[config.mk]
export PLATFORM = sky130hd
export DESIGN_NAME = acia_tx_arb
export DESIGN_NICKNAME = d
export VERILOG_FILES = /design/src/rtl/acia_tx_arb.sv
export SDC_FILE = /design/constraint.sdc
export NUM_CORES = 1
export LEC_CHECK = 0
export CAP_MARGIN = 20
export CORE_ASPECT_RATIO = 1.25
export CORE_MARGIN = 2
export CORE_UTILIZATION = 50
export DETAILED_ROUTE_END_ITERATION = 8
export MAX_ROUTING_LAYER = met4
export PLACE_DENSITY = 0.79
export SLEW_MARGIN = 25
export SYNTH_ARGS = -nofsm -noshare
export SYNTH_HDL_FRONTEND = slang
export SYNTH_SLANG_ARGS = --single-unit
export TNS_END_PERCENT = 20
[constraint.sdc]
create_clock -name clk -period 1.9 [get_ports clk]
set_input_delay 0.285 -clock clk [delete_from_list [all_inputs] [get_ports clk]]
set_output_delay 0.285 -clock clk [all_outputs]
set_load 0.005 [all_outputs]
[src/rtl/acia_tx_arb.sv]
// Round-robin arbiter sharing one ACIA transmitter between NUM_REQ byte streams.
// Owners may lock across a message with `last`; a watchdog breaks abandoned locks.
//
// state    | meaning
// IDLE     | no owner; pick the next valid requester from rr_ptr
// SEND     | single-cycle ACIA write strobe
// WAIT_SET | wait for busy flag to rise (fallback after 4 cycles)
// WAIT_CLR | wait for the character to finish on the line
// HOLD     | locked to owner mid-message; watchdog counts idle cycles
module acia_tx_arb #(
  parameter int NUM_REQ      = 2,
  parameter int LOCK_TIMEOUT = 1024
) (
  input  logic                 clk,
  input  logic                 rst_i,
  input  logic [NUM_REQ-1:0]   req_valid_i,
  input  logic [8*NUM_REQ-1:0] req_data_i,
  input  logic [NUM_REQ-1:0]   req_last_i,
  output logic [NUM_REQ-1:0]   req_ready_o,
  output logic [NUM_REQ-1:0]   grant_o,
  output logic                 acia_wr_o,
  output logic                 acia_rs_o,
  output logic [7:0]           acia_din_o,
  input  logic                 acia_txf_i,
  output logic                 lock_timeout_o
);

  localparam int IW = $clog2(NUM_REQ);
  localparam int WW = (LOCK_TIMEOUT > 0) ? $clog2(LOCK_TIMEOUT + 1) : 1;
  localparam logic [WW-1:0] WD_LAST = WW'((LOCK_TIMEOUT > 0) ? LOCK_TIMEOUT - 1 : 0);

  typedef enum logic [2:0] {
    S_IDLE,
    S_SEND,
    S_WAIT_SET,
    S_WAIT_CLR,
    S_HOLD
  } state_t;

  state_t             state_q;
  logic [IW-1:0]      rr_ptr_q;
  logic [IW-1:0]      owner_q;
  logic [NUM_REQ-1:0] grant_q;
  logic               wr_q;
  logic               last_q;
  logic               lock_timeout_q;
  logic [7:0]         din_q;
  logic [1:0]         fb_cnt_q;
  logic [WW-1:0]      wdog_q;

  logic [IW-1:0]      winner;
  logic [IW-1:0]      sel_idx;
  logic [IW-1:0]      next_ptr;
  logic [7:0]         sel_data;
  logic               sel_last;
  logic               any_valid;
  logic               owner_valid;
  int                 scan_idx;

  // Scan downward so the requester closest to rr_ptr is the last to overwrite.
  always_comb begin
    winner   = rr_ptr_q;
    scan_idx = 0;
    for (int i = NUM_REQ - 1; i >= 0; i--) begin
      scan_idx = int'(rr_ptr_q) + i;
      if (scan_idx >= NUM_REQ) scan_idx = scan_idx - NUM_REQ;
      if (req_valid_i[scan_idx]) winner = IW'(scan_idx);
    end
  end

  always_comb begin
    any_valid   = |req_valid_i;
    owner_valid = req_valid_i[owner_q];
    sel_idx     = (state_q == S_HOLD) ? owner_q : winner;
    sel_data    = req_data_i[{sel_idx, 3'b000} +: 8];
    sel_last    = req_last_i[sel_idx];
    next_ptr    = (owner_q == IW'(NUM_REQ - 1)) ? '0 : owner_q + 1'b1;
    req_ready_o = '0;
    if (state_q == S_IDLE && any_valid) req_ready_o[winner] = 1'b1;
    else if (state_q == S_HOLD)         req_ready_o = grant_q & req_valid_i;
  end

  always_ff @(posedge clk) begin
    if (rst_i) begin
      state_q        <= S_IDLE;
      rr_ptr_q       <= '0;
      owner_q        <= '0;
      grant_q        <= '0;
      wr_q           <= 1'b0;
      last_q         <= 1'b0;
      lock_timeout_q <= 1'b0;
      din_q          <= 8'h00;
      fb_cnt_q       <= '0;
      wdog_q         <= '0;
    end else begin
      wr_q           <= 1'b0;
      lock_timeout_q <= 1'b0;
      case (state_q)
        S_IDLE: begin
          if (any_valid) begin
            owner_q <= winner;
            grant_q <= NUM_REQ'(1) << winner;
            din_q   <= sel_data;
            last_q  <= sel_last;
            wr_q    <= 1'b1;
            state_q <= S_SEND;
          end
        end
        S_SEND: begin
          fb_cnt_q <= '0;
          state_q  <= S_WAIT_SET;
        end
        S_WAIT_SET: begin
          if (acia_txf_i || fb_cnt_q == 2'd3) state_q <= S_WAIT_CLR;
          else                                fb_cnt_q <= fb_cnt_q + 1'b1;
        end
        S_WAIT_CLR: begin
          if (!acia_txf_i) begin
            if (last_q) begin
              grant_q  <= '0;
              rr_ptr_q <= next_ptr;
              state_q  <= S_IDLE;
            end else begin
              wdog_q  <= '0;
              state_q <= S_HOLD;
            end
          end
        end
        S_HOLD: begin
          if (owner_valid) begin
            din_q   <= sel_data;
            last_q  <= sel_last;
            wr_q    <= 1'b1;
            state_q <= S_SEND;
          end else if (LOCK_TIMEOUT != 0) begin
            // Abandoned lock: release exactly as a completed last byte would.
            if (wdog_q == WD_LAST) begin
              lock_timeout_q <= 1'b1;
              grant_q        <= '0;
              rr_ptr_q       <= next_ptr;
              state_q        <= S_IDLE;
            end else if (wdog_q != '1) begin
              wdog_q <= wdog_q + 1'b1;
            end
          end
        end
        default: state_q <= S_IDLE;
      endcase
    end
  end

  assign grant_o        = grant_q;
  assign acia_wr_o      = wr_q;
  assign acia_rs_o      = wr_q;
  assign acia_din_o     = din_q;
  assign lock_timeout_o = lock_timeout_q;

endmodule
# ---- Yosys cells after proc, flatten, opt, wreduce, memory -nomap -nowiden
# Index checks and enable logic that the tools add are counted.
dict set report word_totals {
  register_bits 31
  elab_cells 120
}
dict set report classes {
  shifts 2
  order_cmp 8
  reduce_logical 17
  eq_ne 19
  n_addsub 6
  bitwise 2
  n_mux 56
}
# op n
set ops {}
lappend ops {{less-than comparator 32 x 3 -> 1 bit, second input constant} 2}
lappend ops {{2-to-1 mux 32 bit} 2}
lappend ops {{2-to-1 mux 11 bit} 5}
lappend ops {{2-to-1 mux 1 bit} 24}
lappend ops {{one-hot mux 11 bit (2 select lines)} 1}
lappend ops {{2-to-1 mux 3 bit} 6}
lappend ops {{inequality test 2 bit, second input constant} 9}
lappend ops {{2-to-1 mux 2 bit} 8}
lappend ops {{2-to-1 mux 8 bit} 2}
lappend ops {{one-hot mux 8 bit (2 select lines)} 1}
lappend ops {{indexed part select 16 x 5 -> 8 bit} 1}
lappend ops {{one-hot mux 3 bit (5 select lines)} 1}
lappend ops {{AND reduction 6 bit} 2}
lappend ops {{adder 11 x 1 -> 11 bit, second input constant} 1}
lappend ops {{equality test 11 x 10 -> 1 bit, second input constant} 1}
lappend ops {{inequality test 11 bit, second input constant} 1}
lappend ops {{equality test 3 x 2 -> 1 bit, second input constant} 2}
lappend ops {{less-than comparator 1 x 2 -> 1 bit, second input constant} 3}
lappend ops {{one-hot mux 1 bit (2 select lines)} 3}
lappend ops {{one-hot mux 2 bit (3 select lines)} 1}
lappend ops {{nonzero test 2 bit} 3}
lappend ops {{AND reduction 5 bit} 1}
lappend ops {{inequality test 2 x 1 -> 1 bit, second input constant} 2}
lappend ops {{one-hot mux 2 bit (2 select lines)} 1}
lappend ops {{25 further kinds} 27}

# ---- Logic depth before layout (Yosys ltp)
dict set report depth {
  word_depth 13
  depth_mapped 6
  ltp_nobuf 5
}

# ---- Least setup slack after synthesis
# No wires, ideal clock.
dict set report synth_path {
  path_type {flip-flop to flip-flop}
  from {register state_q[2]}
  to {register wdog_q[9]}
  setup_ps 121
  slack_ps 218
  stages_incl_launch_ff 7
  t_required_ps 1779
  n_path_buf 2
  arrival_time_ps 1560
  period_less_slack_ps 1682
  cell_sequence {dfxtp_1 > buf_6 > or3b_4 > nor4_4 > buf_6 > nor3_2 > mux2i_1}
}
dict set report synth_via {
  elab_chain_len 3
  elab_cells_between_ends 10
}
# item line
set synth_rtl {}
lappend synth_rtl {{from (decl)} 40} ;# state_t state_q;
lappend synth_rtl {{from (signal assigned)} 85} ;# state_q <= S_IDLE;
lappend synth_rtl {{from (signal assigned)} 106} ;# state_q <= S_SEND;
lappend synth_rtl {{from (signal assigned)} 111} ;# state_q <= S_WAIT_SET;
lappend synth_rtl {{equality test 3 bit / equality test 3 x 2 -> 1 bit (equally long branches)} 98} ;# case (state_q)
lappend synth_rtl {{inequality test 2 x 1 -> 1 bit (no line) (tied with other cells)} --}
lappend synth_rtl {{AND reduction 6 bit (no line)} --}
lappend synth_rtl {{to (signal assigned)} 143} ;# wdog_q <= wdog_q + 1'b1;
lappend synth_rtl {{to (decl)} 49} ;# logic [WW-1:0] wdog_q;
# Parallel ways exist; a longest one is shown, timed or not.
# A chain may end at the register's enable or synchronous reset.

# ---- Worst setup path in the final report
dict set report layout_path {
  from {register state_q[2]}
  to {register wdog_q[6]}
}
# The elaborated chain is that of the path after synthesis.

==> flow_summary.yaml <==
yosys:
  synthTopCellsByArea: "dfxtp_1, mux2i_1, a21oi_1"
  synth_edf_count: 0
  syn_area_per_cell_sq_um: 8.875
  ys_types: 49
  synth_largest_type_area_fraction_pct: 36.23
  synth_top_area_cell: "dfxtp_1"
  syn_inst: 193
  yosysWarningCount: 0
  synth_nets: 218
  ys_ff_latch: 31
  async_flop_share_pct: 0
  synth_area_sq_um: 1713
  synth_ff_type: "dfxtp_1"
  yosysSeqAreaShare_pct: 36.23
drt:
  drc: 0
  avgViaCountPerCell: 6.035
  dr_total_vias: 1720
  ant_nets: 0
  drt_iter0_markers: 119
  post_drt_wl_per_cell_microns: 15.33
  routed_wl_microns: 4369
  drt_pass1_iterations: 4
worst_setup_path:
  crit_path_max_fanout: 19
  worstSetupPathType: "reg2reg"
  critPathCaptureType: "flop"
  cp-start-kind: "flop"
  required_ns: 2.06
  crit_arrival_ns: 1.92
clock_tree:
  cts_setup_buffers: 0
  worstSkewPairLatency_ns: 0.28
  cts_inserted_buffers: 5
  cts_tree: "done"
  ctsHtreeMaxLevel: 2
  clockBufferDepth: 2
  cts-root-buf: "clkbuf_8"
  clk_pin_slew_worst_paths_ns: 0.07
  clock_sink_count: 31
worst_hold_path:
  hold_class: "reg2reg"
cells_and_area:
  regArea_sq_um: 625.6
  antenna_cells: 0
  fill_cells: 258
  syn_to_final_growth_pct: 35.43
  drive_gt1_share_pct: 18.95
  multiInputGateArea_sq_um: 1002
  nets: 272
grt:
  grt_max_degree: 20
  grt_pass1_vias: 1720
  antenna_found_initial: 0
  grt.total_usage_pct: 25.13
  overflow: 0
  grt_pass1_wl_microns: 7686
timing:
  slew_headroom_pct: 73.41
  worst_pin_slew_ns: 0.3933
  min_period_ns: 1.761
  setup_ws_ns: 0.1391
  final-hold-violation-count: 0
  finClkSkew_ns: 0.004435
  setup_viol: 0
  rsz0062_at_grt: "false"
  slew_viol_final: 0
  fmax_mhz: 567.9
  finalCritPeriodShare_pct: 92.68
die:
  initial_core_util_pct: 52.67
  die-area_sq_um: 3913
  core_sq_um: 3252
  rows: 23
  pin_count: 38
  fp.dieH_microns: 69.44
  die_w_microns: 56.35
place:
  io_buffers: 37
  place_ws_ns: -0.1637
  dp_hpwl_microns: 3243
  gp_congestion: 0.8542
power_and_ir_drop:
  p_leak_nw: 0.8837
  p_per_area_nw_per_um2: 823.7
  fin_total_pwr_mw: 1.911
  max-vdd-ir-drop_mv: 0.5710
outcome:
  status: "finished, final reports clean"
flow_run:
  max_cap_viol_count: 0
## layout by cell type (no fill, tap or decap), types with 3 or more instances in the layout
master / instances
dfxtp_2: 4
clkdlybuf4s50_1: 34
nand2_1: 10
nand3_1: 6
and3_1: 3
a21oi_1: 17
a211oi_1: 9
o21ai_0: 4
dlygate4sd2_1: 3
or4_1: 9
buf_4: 24
inv_1: 4
clkbuf_8: 5
clkinv_2: 3
nor2_1: 18
nand4_1: 3
o31ai_1: 7
and2_1: 3
dfxtp_1: 27
mux2i_1: 12
## state kept, by name, summed over array words and instances, names as in the netlist
register        count
state_q             3
owner_q             1
wdog_q             11
acia_rs_o           1
acia_din_o          8
grant_o             2
lock_timeout_o      1
rr_ptr_q            1
last_q              1
fb_cnt_q            2
## timing repair
| action | in CTS | in global routing |
|---|---|---|
| resized for setup | 6 | 2 |
| endpoints found under the setup margin | 2 | 9 |
| hold buffers | 0 | 0 |
| endpoints found under the hold margin | 0 | 0 |
| cloned | 0 | 0 |
| pin swaps | 1 | 0 |
## worst max-delay path, cell delays in order (launching register included)
cell and delay (ns):
dfxtp_2 0.45, or3b_4 0.45, nor4_4 0.27, buf_4 0.25, or4_1 0.16, a21oi_1 0.06
## stage by stage
stage                     hold slack (ns)  setup TNS (ns)  instances  util (%)  instance area (sq um)
after CTS                          0.5033               0        285     71.26                   2317
after global routing               0.5267               0        285     71.34                   2320
final                              0.5058               0        285     71.34                   2320
after global placement             0.4766         -0.5143        277     68.60                   2231
after floorplan                    0.4302               0        193         -                   1713
after detailed placement           0.4873          -2.044        277     68.60                   2231
## power by group
group / switching, mW / total, mW / internal, mW
registers: 0.0792 / 0.806 / 0.727
clock network: 0.243 / 0.493 / 0.250
logic: 0.268 / 0.611 / 0.344
total: 0.590 / 1.91 / 1.32
## logic make-up after synthesis
group                    synth area share (%)
AND/OR/NAND/NOR                         25.49
adder cells (fa/ha/maj)                 1.461
flip-flops                              36.23
multiplexers                            8.473
buffers and inverters                   5.770
AO/OA/AOI/OAI                           22.57
## area by class of cell
type	count	area share [%]
multi-input cells	144	43.20
flip-flops and latches	31	26.97
repair buffers	61	23.57
clock buffers	5	2.967
well taps	37	1.996
clock inverters	3	0.6473
inverters	4	0.6473
## layer usage
metal | wire length (microns) | share of wire, % | track usage (%) | vias to the layer above
met1 | 1638 | 37 | 25.58 | 816
met3 | 234 | 5.4 | 7.090 | 11
met5 | 0 | 0 | - | -
met4 | 104 | 2.4 | 11.64 | 0
met2 | 2391 | 55 | 43.92 | 60
li1 | - | - | - | 833
## Yosys cell counts (all sizes together), types with 3 or more instances
library cell,number
nand3,6
nand4,3
nor3b,3
and2,3
o31ai,8
a21oi,18
mux2i,13
inv,4
or4,9
buf,9
and3,3
a211oi,9
clkbuf,5
nand2,10
nor2,18
o21ai,6
dfxtp,31
## final timing paths
check | from | to | slack (ns) | depth (start not counted)
setup / recovery | state_q[2] | wdog_q[6] | 0.14 | 5
hold reg to reg | wdog_q[9] | wdog_q[9] | 0.51 | 2
setup reg to reg | state_q[2] | wdog_q[6] | 0.14 | 5
hold / removal | wdog_q[9] | wdog_q[9] | 0.51 | 2
(Power assumes the default switching activity.)
